## config.mk

```make
export PLATFORM = sky130hd
export DESIGN_NAME = vector_alu_sequencer_flat
export DESIGN_NICKNAME = d
export VERILOG_FILES = /design/src/rtl/vector_alu_sequencer_if.sv /design/src/rtl/vector_alu_sequencer.sv /design/src/flat_wrapper.sv
export SDC_FILE = /design/constraint.sdc
export NUM_CORES = 1
export LEC_CHECK = 0
export ABC_AREA = 1
export BUFFER_PORTS_ARGS = -buffer_cell sky130_fd_sc_hd__buf_2
export CAP_MARGIN = 20
export CORE_MARGIN = 5
export CORE_UTILIZATION = 40
export DETAILED_ROUTE_END_ITERATION = 8
export GPL_TIMING_DRIVEN = 1
export PLACE_DENSITY_LB_ADDON = 0.3
export SLEW_MARGIN = 40
export SYNTH_ARGS = -nofsm -noshare
export SYNTH_HDL_FRONTEND = slang
export SYNTH_SLANG_ARGS = --single-unit
```

## constraint.sdc

```tcl
create_clock -name clk -period 1.9 [get_ports clk]
set_clock_uncertainty 0.2 [all_clocks]
set_input_delay 0.38 -clock clk [delete_from_list [all_inputs] [get_ports clk]]
set_output_delay 0.38 -clock clk [all_outputs]
set_load 0.02 [all_outputs]
```

## src/rtl/vector_alu_sequencer_if.sv

```systemverilog
`default_nettype none
// ============================================================================
// Interface : vector_alu_sequencer_if
// Brief     : Instruction handshake, beat handshake and status bundle between
//             the control unit, the sequencer and the vector ALU/writeback.
// Revision  : 1.0 - initial release
// ============================================================================
interface vector_alu_sequencer_if #(
  parameter int LANES          = 8,
  parameter int LANES_PER_BEAT = 2
);
  localparam int BEATS = LANES / LANES_PER_BEAT;
  localparam int IDX_W = (BEATS > 1) ? $clog2(BEATS) : 1;

  logic             flush;
  logic             in_valid;
  logic             in_ready;
  logic             alu_op;
  logic [3:0]       funct;
  logic             beat_ready;
  logic             beat_valid;
  logic [IDX_W-1:0] beat_idx;
  logic [LANES-1:0] lane_en;
  logic [2:0]       alu_control;
  logic             src_a;
  logic             busy;
  logic             done;
  logic             illegal;

  // Control unit / ALU side (drives instructions and beat acceptance)
  modport master (
    output flush, in_valid, alu_op, funct, beat_ready,
    input  in_ready, beat_valid, beat_idx, lane_en, alu_control, src_a,
           busy, done, illegal
  );

  // Sequencer side
  modport slave (
    input  flush, in_valid, alu_op, funct, beat_ready,
    output in_ready, beat_valid, beat_idx, lane_en, alu_control, src_a,
           busy, done, illegal
  );
endinterface
`default_nettype wire

```

## src/rtl/vector_alu_sequencer.sv

```systemverilog
`default_nettype none
// ============================================================================
// Module   : vector_alu_sequencer
// Brief    : Decodes one data-processing instruction, holds its ALU control
//            word and walks the vector datapath beat by beat, waiting a
//            per-operation latency before presenting each lane group.
// Revision : 1.0 - initial release
// ============================================================================
module vector_alu_sequencer #(
  parameter int LANES          = 8,
  parameter int LANES_PER_BEAT = 2,
  parameter int MUL_CYCLES     = 2,
  parameter int DIV_CYCLES     = 4
) (
  input  logic                  clk,
  input  logic                  rst_n,
  vector_alu_sequencer_if.slave bus
);

  localparam int BEATS   = LANES / LANES_PER_BEAT;
  localparam int IDX_W   = (BEATS > 1) ? $clog2(BEATS) : 1;
  localparam int MAX_LAT = (MUL_CYCLES > DIV_CYCLES) ? MUL_CYCLES : DIV_CYCLES;
  localparam int CNT_W   = $clog2(MAX_LAT + 1);

  localparam logic [IDX_W-1:0] LAST_BEAT = IDX_W'(BEATS - 1);
  localparam logic [LANES-1:0] BEAT_MASK = LANES'({LANES_PER_BEAT{1'b1}});
  localparam logic [2:0]       CTRL_NOP  = 3'b111;

  typedef enum logic [1:0] {
    IDLE  = 2'd0,
    EXEC  = 2'd1,
    ISSUE = 2'd2
  } state_t;

  state_t           state_q, state_d;
  logic [CNT_W-1:0] cnt_q, cnt_d;
  logic [CNT_W-1:0] lat_q, lat_d;
  logic [IDX_W-1:0] beat_idx_q, beat_idx_d;
  logic [2:0]       ctrl_q, ctrl_d;
  logic             src_a_q, src_a_d;
  logic             busy_q, busy_d;
  logic             done_q, done_d;
  logic             illegal_q, illegal_d;

  logic             in_ready;
  logic [2:0]       dec_ctrl;
  logic             dec_src_a;
  logic [CNT_W-1:0] dec_lat;
  logic             dec_illegal;

  // Instruction decode: control word, operand-A select and per-beat latency
  always_comb begin
    dec_ctrl    = CTRL_NOP;
    dec_src_a   = 1'b0;
    dec_lat     = CNT_W'(1);
    dec_illegal = 1'b0;
    if (bus.alu_op) begin
      // MOV is the one encoding where funct[3] matters
      if (bus.funct == 4'b1010) begin
        dec_ctrl  = 3'b010;
        dec_src_a = 1'b1;
      end else begin
        case (bus.funct[2:0])
          3'b000:  dec_ctrl = 3'b000;
          3'b001:  dec_ctrl = 3'b001;
          3'b011: begin
            dec_ctrl = 3'b011;
            dec_lat  = CNT_W'(MUL_CYCLES);
          end
          3'b100: begin
            dec_ctrl = 3'b100;
            dec_lat  = CNT_W'(DIV_CYCLES);
          end
          3'b101:  dec_ctrl = 3'b101;
          default: dec_illegal = 1'b1;
        endcase
      end
    end
  end

  // Accepting only in IDLE; flush blocks acceptance in the same cycle
  assign in_ready = (state_q == IDLE) && !bus.flush;

  // Next-state, latency counter, beat index and held control word
  always_comb begin
    state_d    = state_q;
    cnt_d      = cnt_q;
    lat_d      = lat_q;
    beat_idx_d = beat_idx_q;
    ctrl_d     = ctrl_q;
    src_a_d    = src_a_q;
    done_d     = 1'b0;
    illegal_d  = 1'b0;
    if (bus.flush) begin
      state_d    = IDLE;
      beat_idx_d = '0;
      ctrl_d     = CTRL_NOP;
      src_a_d    = 1'b0;
    end else begin
      case (state_q)
        IDLE: begin
          if (bus.in_valid && in_ready) begin
            if (!bus.alu_op) begin
              done_d = 1'b1;
            end else if (dec_illegal) begin
              illegal_d = 1'b1;
            end else begin
              state_d    = EXEC;
              cnt_d      = dec_lat;
              lat_d      = dec_lat;
              beat_idx_d = '0;
              ctrl_d     = dec_ctrl;
              src_a_d    = dec_src_a;
            end
          end
        end
        EXEC: begin
          // The counter holds the remaining execute cycles for this beat
          if (cnt_q <= CNT_W'(1)) begin
            state_d = ISSUE;
          end else begin
            cnt_d = cnt_q - CNT_W'(1);
          end
        end
        ISSUE: begin
          if (bus.beat_ready) begin
            if (beat_idx_q == LAST_BEAT) begin
              state_d    = IDLE;
              done_d     = 1'b1;
              beat_idx_d = '0;
              ctrl_d     = CTRL_NOP;
              src_a_d    = 1'b0;
            end else begin
              state_d    = EXEC;
              beat_idx_d = beat_idx_q + IDX_W'(1);
              cnt_d      = lat_q;
            end
          end
        end
        default: begin
          state_d    = IDLE;
          beat_idx_d = '0;
          ctrl_d     = CTRL_NOP;
          src_a_d    = 1'b0;
        end
      endcase
    end
  end

  assign busy_d = (state_d != IDLE);

  // State and registered outputs; reset aborts any instruction in flight
  always_ff @(posedge clk or negedge rst_n) begin
    if (!rst_n) begin
      state_q    <= IDLE;
      cnt_q      <= '0;
      lat_q      <= '0;
      beat_idx_q <= '0;
      ctrl_q     <= CTRL_NOP;
      src_a_q    <= 1'b0;
      busy_q     <= 1'b0;
      done_q     <= 1'b0;
      illegal_q  <= 1'b0;
    end else begin
      state_q    <= state_d;
      cnt_q      <= cnt_d;
      lat_q      <= lat_d;
      beat_idx_q <= beat_idx_d;
      ctrl_q     <= ctrl_d;
      src_a_q    <= src_a_d;
      busy_q     <= busy_d;
      done_q     <= done_d;
      illegal_q  <= illegal_d;
    end
  end

  assign bus.in_ready    = in_ready;
  assign bus.beat_valid  = (state_q == ISSUE);
  assign bus.lane_en     = (state_q == ISSUE)
                           ? (BEAT_MASK << (int'(beat_idx_q) * LANES_PER_BEAT))
                           : '0;
  assign bus.beat_idx    = beat_idx_q;
  assign bus.alu_control = ctrl_q;
  assign bus.src_a       = src_a_q;
  assign bus.busy        = busy_q;
  assign bus.done        = done_q;
  assign bus.illegal     = illegal_q;

endmodule
`default_nettype wire
```

## src/flat_wrapper.sv

```systemverilog
// flat-port wrapper written by rule: the top's interface ports become plain ports
module vector_alu_sequencer_flat 
#(
  parameter int LANES          = 8,
  parameter int LANES_PER_BEAT = 2,
  parameter int MUL_CYCLES     = 2,
  parameter int DIV_CYCLES     = 4
)
  (clk, rst_n, bus_flush, bus_in_valid, bus_alu_op, bus_funct, bus_beat_ready, bus_in_ready, bus_beat_valid, bus_beat_idx, bus_lane_en, bus_alu_control, bus_src_a, bus_busy, bus_done, bus_illegal);
  vector_alu_sequencer_if #(.LANES(LANES), .LANES_PER_BEAT(LANES_PER_BEAT)) bus_i ();
  input  logic clk;
  input  logic rst_n;
  input wire logic [$bits(bus_i.flush)-1:0] bus_flush;
  input wire logic [$bits(bus_i.in_valid)-1:0] bus_in_valid;
  input wire logic [$bits(bus_i.alu_op)-1:0] bus_alu_op;
  input wire logic [$bits(bus_i.funct)-1:0] bus_funct;
  input wire logic [$bits(bus_i.beat_ready)-1:0] bus_beat_ready;
  output wire logic [$bits(bus_i.in_ready)-1:0] bus_in_ready;
  output wire logic [$bits(bus_i.beat_valid)-1:0] bus_beat_valid;
  output wire logic [$bits(bus_i.beat_idx)-1:0] bus_beat_idx;
  output wire logic [$bits(bus_i.lane_en)-1:0] bus_lane_en;
  output wire logic [$bits(bus_i.alu_control)-1:0] bus_alu_control;
  output wire logic [$bits(bus_i.src_a)-1:0] bus_src_a;
  output wire logic [$bits(bus_i.busy)-1:0] bus_busy;
  output wire logic [$bits(bus_i.done)-1:0] bus_done;
  output wire logic [$bits(bus_i.illegal)-1:0] bus_illegal;
  assign bus_i.flush = bus_flush;
  assign bus_i.in_valid = bus_in_valid;
  assign bus_i.alu_op = bus_alu_op;
  assign bus_i.funct = bus_funct;
  assign bus_i.beat_ready = bus_beat_ready;
  assign bus_in_ready = bus_i.in_ready;
  assign bus_beat_valid = bus_i.beat_valid;
  assign bus_beat_idx = bus_i.beat_idx;
  assign bus_lane_en = bus_i.lane_en;
  assign bus_alu_control = bus_i.alu_control;
  assign bus_src_a = bus_i.src_a;
  assign bus_busy = bus_i.busy;
  assign bus_done = bus_i.done;
  assign bus_illegal = bus_i.illegal;
  vector_alu_sequencer #(.LANES(LANES), .LANES_PER_BEAT(LANES_PER_BEAT), .MUL_CYCLES(MUL_CYCLES), .DIV_CYCLES(DIV_CYCLES)) u_core (.clk(clk), .rst_n(rst_n), .bus(bus_i));
endmodule
```

==> impl_results.md, run 1 <==
- Number of enable-type register cells in the synthesized netlist: 0
- Crit-path max FO: 7
- Maximum ir drop on the vdd rail: 486 µV
- Post-route clock period utilization: 1.02
- Outcome: complete, but fails checks
- Wire length of the first global-routing pass: 4930 µm
- # DRC: 0
- Reg-to-reg setup timing slack: 40 ps
- Area share of fa/ha/maj cells after synthesis: 0.0947
- Worst setup slack after layout: -42.4 ps
- Global-route congestion overflow total: 0
- Internal power: 0.741 mW
- Clk Tree Root Cell: sky130_fd_sc_hd__clkbuf_4
- Top_reg_cell synth: sky130_fd_sc_hd__dfrtp_1
- Final setup violation count: 8
- Largest family of logic cells by synthesized area: simple AND/OR/NAND/NOR gates
- Compound-gate portion of the synthesized area: 0.0842
- Synth Warn #: 0
- Crit path time final: 1940 ps
- Data arrival, critical path: 1360 ps
- Pin count of the biggest net entering global routing: 18
- Die width: 64.5 µm
- Hold slack final: 105 ps
- Number of antenna repair diodes: 0
- Area of the placeable core: 2810 µm²
- GPL Wtd Cong: 0.810
- Total global-route track usage: 0.150
- Share of synthesized area occupied by flip-flops and latches: 0.361
- Number of instances in the synthesized netlist: 167
- TritonCTS clock tree: yes
- Static leakage power: 0.905 nW
- Routed wire length per instance: 12.4 µm
- Most frequent cells after synthesis: sky130_fd_sc_hd__nand2_1 (60), sky130_fd_sc_hd__inv_1 (22), sky130_fd_sc_hd__nor2_1 (15), sky130_fd_sc_hd__dfrtp_1 (14), sky130_fd_sc_hd__nand3_1 (13)
- Max cap viols: 0
- Setup TNS: -261 ps
- Part of the total power dissipated in the clock network: 0.166
- Worst setup EP type: output pin
- Failing checks: negative setup slack
- Number of nets in the finished design: 227
- Number of pins with negative max-slew slack in the final report: 0
- Worst Setup Start Kind: flop
- Number of detailed-routing iterations run before antenna repair: 4
- Synthesis-stage register bit count: 17
- Power dissipated by switching net loads: 0.482 mW
- Critical path required time: 1320 ps
- Post-route ant nets: 0
- TritonCTS sink count: 17
- Multiplexer share of the synthesized area: 0
- Remaining max-slew budget at the tightest pin: 0.732
- Share of post-route cells with drive strength above 1: 0.338
- Areal power density over the cells: 776 nW/µm²
- RSZ-0062 raised after global routing: true
- Number of I/O port buffers: 28
- Initial cell density of the core: 0.424
- Switching part of the total: 0.394
- Mapped cell area: 1190 µm²
- DR vias/cell: 4.97
- Average instance area after synthesis: 7.12 µm²
- Utilization of the core after routing: 0.562
- Area share of xor/xnor cells in the synthesized design: 0
- Slew at the pin with the worst max-slew slack: 401 ps
- Floorplan row count: 19
- Synth Net Count: 186
- Maximum clock rate: 515 MHz
- Post-synthesis simple-gate area fraction: 0.349
- Number of placed I/O pins: 29
- Clock latency of the later-clocked register in the worst-skew pair: 310 ps
- Most frequent cell after synthesis: sky130_fd_sc_hd__nand2_1
- Crit Path Class: flop to output pin
- Number of global-route vias before repair: 1173
- Reg power frac: 0.402
- Most area-consuming cells after synthesis: sky130_fd_sc_hd__dfrtp_1 (29%), sky130_fd_sc_hd__nand2_1 (19%), sky130_fd_sc_hd__ha_1 (9.5%)
- Drt first-iter violations: 61
- Hold crit path type: input pin to flop
- Number of vias after detailed routing: 1184
- Synth async-reset ratio: 1.00
- Area share of the leading cell type in the synthesized netlist: 0.295
- Dominant cell type by area after synthesis: sky130_fd_sc_hd__dfrtp_1
- Area enclosed by the die boundary: 4160 µm²
- Number of antenna violations at the first check in global routing: 0
- Number of buffers between clock root and the deepest sink: 2
- Unique cell type count in the Yosys netlist: 22
- Final Hold Viols: 0
- Number of buffers created by CTS: 3
- Final Routed Wirelength: 2960 µm
- Clock slew at reported path FFs: 110 ps
- CTS H-tree lvls: 1
- Layout Area Growth over Synthesis: 32.6%
- Combinational fraction of design power: 0.432
- Die Y-Extent: 64.5 µm
- Total half-perimeter wirelength after legalization and detailed placement: 2120 µm
## through the flow
step,cells,worst slack (ps),power (mW),instance area [µm²]
after global placement,223,129,0.922,1350
after global routing,238,-120,1.31,1580
after floorplan,167,47.5,0.811,1200
after CTS,235,-28.6,1.18,1500
after detailed placement,223,103,0.935,1350
final,238,-42.4,1.22,1580
## cells in the final DEF (no fill, tap or decap)
cell,count
sky130_fd_sc_hd__o21ai_1,1
sky130_fd_sc_hd__ha_4,2
sky130_fd_sc_hd__nand3_1,13
sky130_fd_sc_hd__inv_4,1
sky130_fd_sc_hd__nand4_1,2
sky130_fd_sc_hd__inv_2,8
sky130_fd_sc_hd__a21oi_4,1
sky130_fd_sc_hd__clkinv_2,1
sky130_fd_sc_hd__nand3_2,1
sky130_fd_sc_hd__a21boi_4,1
sky130_fd_sc_hd__buf_6,10
sky130_fd_sc_hd__inv_1,15
sky130_fd_sc_hd__nor2_2,2
sky130_fd_sc_hd__o21ai_0,5
sky130_fd_sc_hd__nand2_2,4
sky130_fd_sc_hd__buf_12,1
sky130_fd_sc_hd__nand2_1,57
sky130_fd_sc_hd__clkbuf_4,3
sky130_fd_sc_hd__buf_2,19
sky130_fd_sc_hd__nor3_1,1
sky130_fd_sc_hd__nor2_1,14
sky130_fd_sc_hd__nand2_4,3
sky130_fd_sc_hd__o31ai_1,3
sky130_fd_sc_hd__dfrtp_1,14
sky130_fd_sc_hd__buf_4,10
sky130_fd_sc_hd__ha_1,7
sky130_fd_sc_hd__dlygate4sd3_1,1
sky130_fd_sc_hd__a21oi_1,4
sky130_fd_sc_hd__dfstp_2,3
## sequential cells by signal, summed over array words and instances, names as in the netlist
name	cells
u_core.lat_q	3
u_core.bus.beat_idx	2
u_core.bus.done	1
u_core.state_q	2
u_core.bus.src_a	1
u_core.bus.busy	1
u_core.bus.illegal	1
u_core.bus.alu_control	3
u_core.cnt_q	3
## per-layer routing
metal | track usage | part of all wire | vias to the layer above | wire length, µm
met1 | 0.168 | 0.42 | 535 | 1260
met2 | 0.253 | 0.48 | 49 | 1430
li1 | - | - | 592 | -
met3 | 0.0380 | 0.067 | 8 | 198
met4 | 0.100 | 0.026 | 0 | 76
met5 | 0 | 0 | - | 0
## power by group through the flow
stage / Combinational, mW / Clock [mW] / Sequential, mW
after floorplan: 0.282 / 0 / 0.529
after global routing: 0.585 / 0.227 / 0.499
after global placement: 0.423 / 0 / 0.499
final: 0.528 / 0.203 / 0.492
after CTS: 0.481 / 0.209 / 0.491
after detailed placement: 0.435 / 0 / 0.499
## cell type report
type	instances	area (µm²)
Fill cell	265	1230
Sequential cell	17	429
Timing Repair Buffer	41	313
Inverter	24	92.6
Clock buffer	3	22.5
Multi-Input combinational cell	121	676
Tap cell	31	38.8
Clock inverter	1	5.00
## worst max-delay path, stage by stage, from the launching register on
cell and delay [ps]:
sky130_fd_sc_hd__dfrtp_1 410, sky130_fd_sc_hd__inv_2 100, sky130_fd_sc_hd__buf_6 110, sky130_fd_sc_hd__ha_4 170, sky130_fd_sc_hd__nand2_2 60, sky130_fd_sc_hd__inv_2 80
sky130_fd_sc_hd__buf_6 120
## worst paths after layout
| kind | from | endpoint | cells after the start |
|---|---|---|---|
| max | u_core.state_q[0] | bus_lane_en[6] | 6 |
| min | bus_flush | u_core.bus.done | 2 |
| max reg2reg | u_core.state_q[1] | u_core.bus.src_a | 9 |
| min reg2reg | u_core.bus.alu_control[1] | u_core.bus.alu_control[1] | 2 |
| max in group asynchronous | rst_n | u_core.bus.alu_control[0] | 2 |
| min in group asynchronous | rst_n | u_core.cnt_q[0] | 2 |
## logic make-up (layout without fill, tap and decap cells)
group           after synthesis  in the layout
flops                        17             17
simple gates                 97             97
buf+inv                      29             69
fa+ha+maj                     9              9
compound gates               15             15
## repair_timing
action                                  in CTS  in global routing
hold endpoints to repair                    14                  0
setup buffers                                7                  3
endpoints found under the setup margin      10                 18
gates cloned                                 0                  0
pin swaps                                    3                  5
resized for setup                           19                 16
hold buffers                                 1                  0
No activity file was read; power rests on OpenSTA's default activity.
==> run 2, diff against run 1 <==
==> constraint.sdc (replaced) <==
create_clock -name clk -period 1.9 [get_ports clk]
set_clock_uncertainty 0.2 [all_clocks]
set_input_delay 0.38 -clock clk [delete_from_list [all_inputs] [get_ports clk]]
set_output_delay 0.38 -clock clk [all_outputs]
set_load 0.1 [all_outputs]
==> impl_results.md, run 2 (synthesis gave the netlist of run 1 again) <==
- Outcome: complete, but fails checks (unchanged)
- Failing checks: negative setup slack (unchanged)
- Final Hold Viols: 0 (unchanged)
- RSZ-0062 raised after global routing: true (unchanged)
- Worst Setup Start Kind: flop (unchanged)
- Number of antenna violations at the first check in global routing: 0 (unchanged)
- TritonCTS clock tree: yes (unchanged)
- Global-route congestion overflow total: 0 (unchanged)
- Post-route clock period utilization: 1.06 (was 1.02)
- Initial cell density of the core: 0.424 (unchanged)
- Routed wire length per instance: 12.8 µm (was 12.4 µm)
- Layout Area Growth over Synthesis: 52.6% (was 32.6%)
- Die Y-Extent: 64.5 µm (unchanged)
- Number of pins with negative max-slew slack in the final report: 0 (unchanged)
- Number of nets in the finished design: 231 (was 227)
- Post-Place Setup Slack: 85.0 ps (was 103 ps)
- Drt first-iter violations: 36 (was 61)
- Max cap viols: 0 (unchanged)
- Number of I/O port buffers: 28 (unchanged)
- Total Power: 1.53 mW (was 1.22 mW)
- Floorplan row count: 19 (unchanged)
- Final Routed Wirelength: 3090 µm (was 2960 µm)
- Wire length of the first global-routing pass: 5210 µm (was 4930 µm)
- Most frequent standard cell in the layout excluding fill and tap cells: sky130_fd_sc_hd__nand2_1 (unchanged)
- Remaining max-slew budget at the tightest pin: 0.673 (was 0.732)
- Post-route ant nets: 0 (unchanged)
- Number of buffers created by CTS: 3 (unchanged)
- Instance area after placement: 1600 µm² (was 1350 µm²)
- Number of detailed-routing iterations run before antenna repair: 5 (was 4)
- Clock slew at reported path FFs: 100 ps (was 110 ps)
- DR vias/cell: 5.23 (was 4.97)
- Static leakage power: 0.952 nW (was 0.905 nW)
- Final setup violation count: 10 (was 8)
- TritonCTS sink count: 17 (unchanged)
- Number of vias after detailed routing: 1265 (was 1184)
- Die width: 64.5 µm (unchanged)
- Crit Path Class: flop to output pin (unchanged)
- Clock latency of the later-clocked register in the worst-skew pair: 300 ps (was 310 ps)
- GPL Wtd Cong: 0.915 (was 0.810)
- Maximum ir drop on the vdd rail: 427 µV (was 486 µV)
- Slew at the pin with the worst max-slew slack: 493 ps (was 401 ps)
- Number of antenna repair diodes: 0 (unchanged)
- Total global-route track usage: 0.158 (was 0.150)
- Number of buffers between clock root and the deepest sink: 2 (unchanged)
- Worst setup slack after layout: -108 ps (was -42.4 ps)
- Clk Tree Root Cell: sky130_fd_sc_hd__clkbuf_4 (unchanged)
- Pin count of the biggest net entering global routing: 18 (unchanged)
- Worst setup EP type: output pin (unchanged)
- Post-placement cell count: 222 (was 223)
- Share of post-route cells with drive strength above 1: 0.427 (was 0.338)
- Crit path time final: 2010 ps (was 1940 ps)
- Final cell count without fillers: 242 (was 238)
- Post-route cell area: 1810 µm² (was 1580 µm²)
- Hold crit path type: input pin to flop (unchanged)
- Data arrival, critical path: 1430 ps (was 1360 ps)
- # DRC: 0 (unchanged)
- Critical path required time: 1320 ps (about the same)
- Most frequent cells in the layout: sky130_fd_sc_hd__nand2_1 (52), sky130_fd_sc_hd__buf_2 (18), sky130_fd_sc_hd__buf_4 (16) (was sky130_fd_sc_hd__nand2_1 (57), sky130_fd_sc_hd__buf_2 (19), sky130_fd_sc_hd__inv_1 (15))
- Areal power density over the cells: 843 nW/µm² (was 776 nW/µm²)
- Area enclosed by the die boundary: 4160 µm² (unchanged)
- Maximum clock rate: 498 MHz (was 515 MHz)
- CTS H-tree lvls: 1 (unchanged)
- Crit-path max FO: 4 (was 7)
- Number of global-route vias before repair: 1219 (was 1173)
- Area of the placeable core: 2810 µm² (unchanged)
- Hold slack final: 124 ps (was 105 ps)
- Number of placed I/O pins: 29 (unchanged)
- Total half-perimeter wirelength after legalization and detailed placement: 2250 µm (was 2120 µm)
==> run 2: power breakdown <==
part / internal [mW] / leakage [nW] / switching (mW)
registers: 0.447 / 0.216 / 0.0535
logic: 0.258 / 0.721 / 0.566
clock network: 0.0819 / 0.0150 / 0.123
total: 0.787 / 0.952 / 0.743
==> run 2: critical path, stage by stage (launching register included) <==
cell	delay, ps
sky130_fd_sc_hd__dfrtp_1	390
sky130_fd_sc_hd__inv_2	80
sky130_fd_sc_hd__buf_4	140
sky130_fd_sc_hd__ha_4	170
sky130_fd_sc_hd__nand2_4	70
sky130_fd_sc_hd__clkinvlp_4	100
sky130_fd_sc_hd__buf_12	170
==> run 2: timing repair <==
item	CTS	global route
endpoints found under the setup margin	10	17
endpoints found under the hold margin	14	0
setup buffers	5	10
resized for setup	3	12
pin swaps	1	10
hold buffers	1	0
==> run 2: layout make-up <==
cell class              instances  area (µm²)
multi-input cells             121         778
clock buffers                   4        26.3
repair buffers                 45         420
flip-flops and latches         17         437
fillers                       229         991
inverters                      24         114
well taps                      31        38.8
==> run 2: final timing paths <==
kind / startpoint / to / slack [ps] / cells after the start
min: bus_flush / u_core.bus.done / 120 / 2
max in group asynchronous: rst_n / u_core.bus.alu_control[0] / 850 / 2
max: u_core.state_q[0] / bus_in_ready / -110 / 6
min reg2reg: u_core.bus.alu_control[1] / u_core.bus.alu_control[1] / 260 / 2
min in group asynchronous: rst_n / u_core.cnt_q[0] / 330 / 2
max reg2reg: u_core.state_q[1] / u_core.bus.src_a / 50 / 8
==> run 2: routing by layer <==
metal  share of wire  GRT usage  vias up
met5               0          0        -
met4           0.040     0.0818        0
met3           0.058     0.0207       15
met2            0.50      0.303       57
met1            0.40      0.167      586
li1                -          -      607
==> run 2: metrics by stage <==
| stage | utilization | TNS [ps] |
|---|---|---|
| global route | 0.647 | -1730 |
| detailed placement | 0.570 | 0 |
| floorplan | - | -3000 |
| CTS | 0.605 | -1260 |
| global placement | 0.570 | 0 |
| finish | 0.647 | -954 |
